File: src/rtl/pipe_pkg.sv
// Shared definitions for the elastic pipeline slice.
//
// Contents:
//   MAX_PIPE_DEPTH - deepest pipeline the top level will elaborate
//   stage0_src_e   - where stage 0 takes its next beat from
//   clog2_occ()    - width of an occupancy count able to hold n + skid beats
package pipe_pkg;

    localparam int MAX_PIPE_DEPTH = 16;

    // Stage 0 either takes the live input beat or the beat parked in the
    // skid register; the skid always wins because it holds the older beat.
    typedef enum logic {
        SRC_INPUT = 1'b0,
        SRC_SKID  = 1'b1
    } stage0_src_e;

    // The count ranges over 0..n+skid inclusive, hence the +1.
    function automatic int clog2_occ(input int n, input int skid);
        return $clog2(n + skid + 1);
    endfunction

endpackage

File: src/rtl/pipe_stage_elastic.sv
// One stage of the elastic pipeline: a valid bit, a payload register and the
// advance term that lets the stage accept a new beat.
//
// Ports:
//   clk          - clock, rising edge
//   reset        - synchronous active-high reset, clears valid (and data when
//                  WithReset=1)
//   flush        - synchronous discard of the held beat
//   up_valid     - valid bit offered by the previous stage / input
//   up_data      - payload offered by the previous stage / input
//   down_advance - the following stage (or the consumer) will take our beat
//   advance      - this stage loads from upstream on the next edge
//   valid        - this stage holds a beat
//   data         - payload held by this stage
module pipe_stage_elastic
    import pipe_pkg::*;
#(
    parameter int DWIDTH    = 8,
    parameter bit WithReset = 1'b0
) (
    input  logic              clk,
    input  logic              reset,
    input  logic              flush,
    input  logic              up_valid,
    input  logic [DWIDTH-1:0] up_data,
    input  logic              down_advance,
    output logic              advance,
    output logic              valid,
    output logic [DWIDTH-1:0] data
);

    // An empty stage always accepts, which is what collapses bubbles; a full
    // stage accepts only when its beat moves on in the same cycle.
    assign advance = !valid || down_advance;

    // Loading an invalid upstream beat is how a stage empties itself when its
    // beat leaves and nothing follows it.
    always_ff @(posedge clk) begin
        if (reset) begin
            valid <= 1'b0;
            if (WithReset) begin
                data <= '0;
            end
        end else if (flush) begin
            valid <= 1'b0;
        end else if (advance) begin
            valid <= up_valid;
            data  <= up_data;
        end
    end

endmodule

File: src/rtl/pipe_vec_elastic.sv
// N-stage elastic pipeline with valid/ready handshakes on both sides,
// bubble collapsing, synchronous flush, an occupancy count and an optional
// input skid buffer that makes o_ready a registered signal.
//
// Ports:
//   clk         - clock, rising edge
//   reset       - synchronous active-high reset (priority over everything)
//   flush       - synchronous discard of every in-flight beat
//   i_valid     - upstream beat valid
//   o_ready     - a beat can be accepted this cycle
//   i_data      - upstream payload
//   o_valid     - the last stage holds a beat
//   i_ready     - downstream accepts the beat on o_data
//   o_data      - payload of the last stage
//   o_occupancy - number of beats held, skid entry included
module pipe_vec_elastic
    import pipe_pkg::*;
#(
    parameter int DWIDTH    = 8,
    parameter int N         = 2,
    parameter bit WithReset = 1'b0,
    parameter bit SkidInput = 1'b0
) (
    input  logic                                        clk,
    input  logic                                        reset,
    input  logic                                        flush,
    input  logic                                        i_valid,
    output logic                                        o_ready,
    input  logic [DWIDTH-1:0]                           i_data,
    output logic                                        o_valid,
    input  logic                                        i_ready,
    output logic [DWIDTH-1:0]                           o_data,
    output logic [clog2_occ(N, int'(SkidInput))-1:0]    o_occupancy
);

    localparam int OCC_W = clog2_occ(N, int'(SkidInput));

    if (N < 1 || N > MAX_PIPE_DEPTH) begin : g_bad_depth
        $error("pipe_vec_elastic: N=%0d is outside 1..%0d", N, MAX_PIPE_DEPTH);
    end

    logic              in_xfer;
    logic              out_xfer;
    logic              s0_valid;
    logic [DWIDTH-1:0] s0_data;
    logic              adv0;
    logic [OCC_W-1:0]  occ_q;

    assign in_xfer  = i_valid && o_ready;
    assign out_xfer = o_valid && i_ready;

    // Each stage gets its own advance net rather than one shared vector, so
    // the ripple from i_ready back to stage 0 is a plain chain of distinct
    // signals and not a vector that feeds itself.
    for (genvar k = 0; k < N; k++) begin : g_stage
        logic              up_valid;
        logic [DWIDTH-1:0] up_data;
        logic              down_adv;
        logic              adv;
        logic              vld;
        logic [DWIDTH-1:0] dat;

        if (k == 0) begin : g_head
            assign up_valid = s0_valid;
            assign up_data  = s0_data;
        end else begin : g_chain
            assign up_valid = g_stage[k-1].vld;
            assign up_data  = g_stage[k-1].dat;
        end

        if (k == N - 1) begin : g_tail
            assign down_adv = i_ready;
        end else begin : g_link
            assign down_adv = g_stage[k+1].adv;
        end

        pipe_stage_elastic #(
            .DWIDTH    (DWIDTH),
            .WithReset (WithReset)
        ) u_stage (
            .clk          (clk),
            .reset        (reset),
            .flush        (flush),
            .up_valid     (up_valid),
            .up_data      (up_data),
            .down_advance (down_adv),
            .advance      (adv),
            .valid        (vld),
            .data         (dat)
        );
    end

    assign adv0    = g_stage[0].adv;
    assign o_valid = g_stage[N-1].vld;
    assign o_data  = g_stage[N-1].dat;

    if (SkidInput) begin : g_skid
        logic              skid_valid;
        logic [DWIDTH-1:0] skid_data;
        stage0_src_e       src;

        // o_ready depends only on the skid flop (plus reset/flush), so the
        // upstream never sees the combinational ripple from i_ready.
        assign src      = skid_valid ? SRC_SKID : SRC_INPUT;
        assign o_ready  = !skid_valid && !flush && !reset;
        assign s0_valid = (src == SRC_SKID) || in_xfer;
        assign s0_data  = (src == SRC_SKID) ? skid_data : i_data;

        // A beat accepted while stage 0 cannot move is parked here; it drains
        // into stage 0 the first cycle stage 0 advances. While parked, o_ready
        // is low, so no second beat can arrive to compete with it.
        always_ff @(posedge clk) begin
            if (reset) begin
                skid_valid <= 1'b0;
                if (WithReset) begin
                    skid_data <= '0;
                end
            end else if (flush) begin
                skid_valid <= 1'b0;
            end else if (skid_valid) begin
                if (adv0) begin
                    skid_valid <= 1'b0;
                end
            end else if (in_xfer && !adv0) begin
                skid_valid <= 1'b1;
                skid_data  <= i_data;
            end
        end
    end else begin : g_direct
        assign o_ready  = adv0 && !flush && !reset;
        assign s0_valid = in_xfer;
        assign s0_data  = i_data;
    end

    // Beats are only created by an input transfer and only destroyed by an
    // output transfer (or flush/reset), so tracking the difference gives the
    // same value as counting the valid bits, without an N-wide popcount.
    always_ff @(posedge clk) begin
        if (reset || flush) begin
            occ_q <= '0;
        end else begin
            occ_q <= occ_q + OCC_W'(in_xfer) - OCC_W'(out_xfer);
        end
    end

    assign o_occupancy = occ_q;

endmodule

File: config.mk
export PLATFORM = sky130hd
export DESIGN_NAME = pipe_vec_elastic
export DESIGN_NICKNAME = d
export VERILOG_FILES = /design/src/rtl/pipe_pkg.sv /design/src/rtl/pipe_stage_elastic.sv /design/src/rtl/pipe_vec_elastic.sv
export SDC_FILE = /design/constraint.sdc
export NUM_CORES = 1
export LEC_CHECK = 0
export CORE_MARGIN = 2
export CORE_UTILIZATION = 45
export CTS_CLUSTER_DIAMETER = 200
export DETAILED_ROUTE_END_ITERATION = 12
export PLACE_DENSITY = 0.81
export REMOVE_ABC_BUFFERS = 1
export SETUP_SLACK_MARGIN = 0.02
export SLEW_MARGIN = 0
export SYNTH_ARGS = -nofsm -noshare
export SYNTH_HDL_FRONTEND = slang
export SYNTH_SLANG_ARGS = --single-unit
File: constraint.sdc
create_clock -name clk -period 2.15 [get_ports clk]
set_input_delay 0.3225 -clock clk [delete_from_list [all_inputs] [get_ports clk]]
set_output_delay 0.3225 -clock clk [all_outputs]
set_load 0.01 [all_outputs]
==> results of run 1 <==
-- what timing repair did --
item                                    4_1_cts  5_1_grt
resized for setup                             0        1
endpoints found under the setup margin        0        1
setup buffers                                 0        0
-- state kept, by name (all words and copies together) (netlist names) --
register	count
g_stage.u_stage.valid	2
o_occupancy	2
g_stage.u_stage.data	16
-- worst max-delay path: cells and delay by family --
| family | cells | cell delay (ps) |
|---|---|---|
| buffers and inverters | 2 | 980 |
| AND/OR/NAND/NOR | 2 | 370 |
-- worst max-delay path by stage --
stage                                                     start                                    to  slack (ps)  cells after the start
after floorplan           g_stage[1].u_stage.valid$_SDFFE_PP0P_  g_stage[1].u_stage.data[0]$_DFFE_PP_         690                      2
final                                                     flush                               o_ready         150                      4
after global routing                                      flush                               o_ready          80                      4
after global placement                                    flush                               o_ready         110                      4
after CTS                                                 flush                               o_ready          70                      4
after detailed placement                                  flush             o_occupancy[1]$_SDFF_PP0_          50                      8
-- cell families (layout without fill, tap and decap cells) --
| group | after synthesis | in the layout | share of synthesized area |
|---|---|---|---|
| buffers and inverters | 2 | 31 | 0.0108 |
| flip-flops | 20 | 20 | 0.809 |
| AND/OR/NAND/NOR | 10 | 10 | 0.0902 |
| XOR/XNOR | 1 | 1 | 0.0325 |
| AO/OA/AOI/OAI | 2 | 2 | 0.0217 |
| adder cells (fa/ha/maj) | 2 | 2 | 0.0361 |
-- metal layers --
layer	track usage	wire, um	up-vias
met5	0	0	-
met4	0.109	33	0
li1	-	-	192
met1	0.135	418	172
met2	0.191	524	15
met3	0.0128	44	4
-- placed cells by master, fill, tap and decap left out, drive strengths merged, types with 2 or more instances in the layout --
master / n
nor3: 2
clkdlybuf4s50: 24
edfxtp: 16
and2: 4
ha: 2
inv: 2
dfxtp: 4
clkbuf: 4
-- stage by stage --
stage,hold WS (ps),worst slack (ps),power [W]
finish,430,149,0.000714
global route,436,84.7,0.000735
CTS,432,70.5,0.000719
detailed placement,408,49.9,0.000515
global placement,402,109,0.000511
floorplan,392,688,0.000469
-- cell type report --
class	instances	area, um^2
clock buffer	4	36.3
sequential	20	561
inverter	2	7.51
multi-input combinational	15	128
fill	120	472
timing repair buffer	25	248
tap	16	20.0
-- power by group --
part	switching, W	total [W]	internal [W]
Sequential	0.00000536	0.000445	0.000439
Clock	0.000105	0.000208	0.000103
Combinational	0.0000218	0.0000609	0.0000390
==> impl_metrics.yaml, run 1 <==
logic_synthesis:
  synth_edf_count: 16
  synthesis.instances: 37
  ys_warn_count: 0
  ys_seq_elements: 20
  syn_area_per_cell_um2: 18.7
  synth_cell_types: 14
  synth_most_common_cell: "edfxtp_1"
  syn_area_um2: 693
  synth_top_area_frac: 0.693
  synth_ff_type: "edfxtp_1"
  synth_common_cells: "edfxtp_1 (16), and2_1 (4), dfxtp_1 (4), ha_1 (2), inv_1 (2)"
  seq_area_frac_synth: 0.809
  synthArstFlopShare: 0
  synth_top_cell_by_area: "edfxtp_1"
  netlist_top_cells_area: "edfxtp_1 (69%), dfxtp_1 (12%), and2_1 (3.6%)"
timing:
  fmax_mhz: 500
  fin_skew_ps: 3.85
  slew_headroom: 0.772
  hold_viol_final: 0
  fin_crit_sh: 0.931
  grt_setup_unrepaired: "false"
  fin_tns_setup_ps: 0
  tightest_slew_ps: 342
  slew_viol_final: 0
  layout_min_cycle_time_ps: 2000
  setup_viol: 0
detailed_routing:
  drc: 0
  via_count: 383
  drtIter0Drc: 0
  finalWirelength_um: 1020
  routed_via_density: 4.67
  detail-route-antenna-nets: 0
  drt_pass1_iterations: 1
  wire_per_inst_um: 12.5
critical_path:
  timing.rr.end: "o_occupancy[1]$_SDFF_PP0_"
  reg2reg_depth: 7
  critPathMaxFanout: 6
  critPathLaunchType: "primary input"
  crit_chain: "clkdlybuf4s50_1 > nor2_2 > and2_1 > clkdlybuf4s50_1"
  critPathKind: "primary input to output pin"
  r2r_setup_slack_ps: 670
  crit_slowest_cell: "clkdlybuf4s50_1"
  cp_slowest_stage_delay_ps: 520
  rr_startpoint: "g_stage[1].u_stage.valid$_SDFFE_PP0P_"
  critPathCaptureType: "output pin"
  cp.arrival_ps: 1680
  required_ps: 1830
  path_common_cell: "clkdlybuf4s50_1"
layout:
  layoutNonFillerInstCount: 82
  insertedDiodeCount: 0
  layout.nets: 82
  drive_above_1_share: 0.106
  post-route-util: 0.679
  syn2layout_area_growth_pct: 44.2
  final_area_um2: 1000
floorplan:
  initial_core_util: 0.471
  die_area_mm2: 0.00187
  core_area_mm2: 0.00147
  die_x_um: 43.2
  std_cell_rows: 14
  dieHeight_um: 43.2
  ios: 25
place:
  place_area_um2: 961
  hpwl_um: 820
  portBuffers: 24
  gp_congestion: 0.683
  dpl.cell_count: 78
cts:
  ctsLongestPathBuffers: 2
  cts_sinks: 20
  insertion_delay_ps: 290
  tritoncts: "done"
  htreeDepth: 1
  cts_buffers: 3
  cts_root_buf: "clkbuf_4"
  clk_pin_slew_ps: 100
  postCtsHoldBufs: 0
min_path:
  min_to: "g_stage[1].u_stage.data[2]$_DFFE_PP_"
  min-delay-path-class: "flip-flop to flip-flop"
  whs_path_depth: 0
  min_from: "g_stage[0].u_stage.data[2]$_DFFE_PP_"
power_and_ir_drop:
  leakage_nw: 0.366
  ir_drop_uv: 517
  powerDensity_mw_per_mm2: 714
global_route:
  grt_max_degree: 12
  antenna_found_initial: 0
  grtUsageTotal: 0.118
  grt_pass1_vias: 362
  overflow: 0
  grt_pass1_wl_um: 1510
status:
  outcome: "finished clean"
run:
  maxCapViolCount: 0
(Power assumes the default switching activity.)
==> run 2, diff against run 1 <==
--- a/config.mk
+++ b/config.mk
@@ -5,9 +5,11 @@
 export SDC_FILE = /design/constraint.sdc
 export NUM_CORES = 1
 export LEC_CHECK = 0
+export CAP_MARGIN = 20
 export CORE_MARGIN = 2
 export CORE_UTILIZATION = 45
 export CTS_CLUSTER_DIAMETER = 200
+export CTS_CLUSTER_SIZE = 14
 export DETAILED_ROUTE_END_ITERATION = 12
 export PLACE_DENSITY = 0.81
 export REMOVE_ABC_BUFFERS = 1
==> results of run 2 <==
The final DEF is identical to that of run 1; final timing and power are the same.
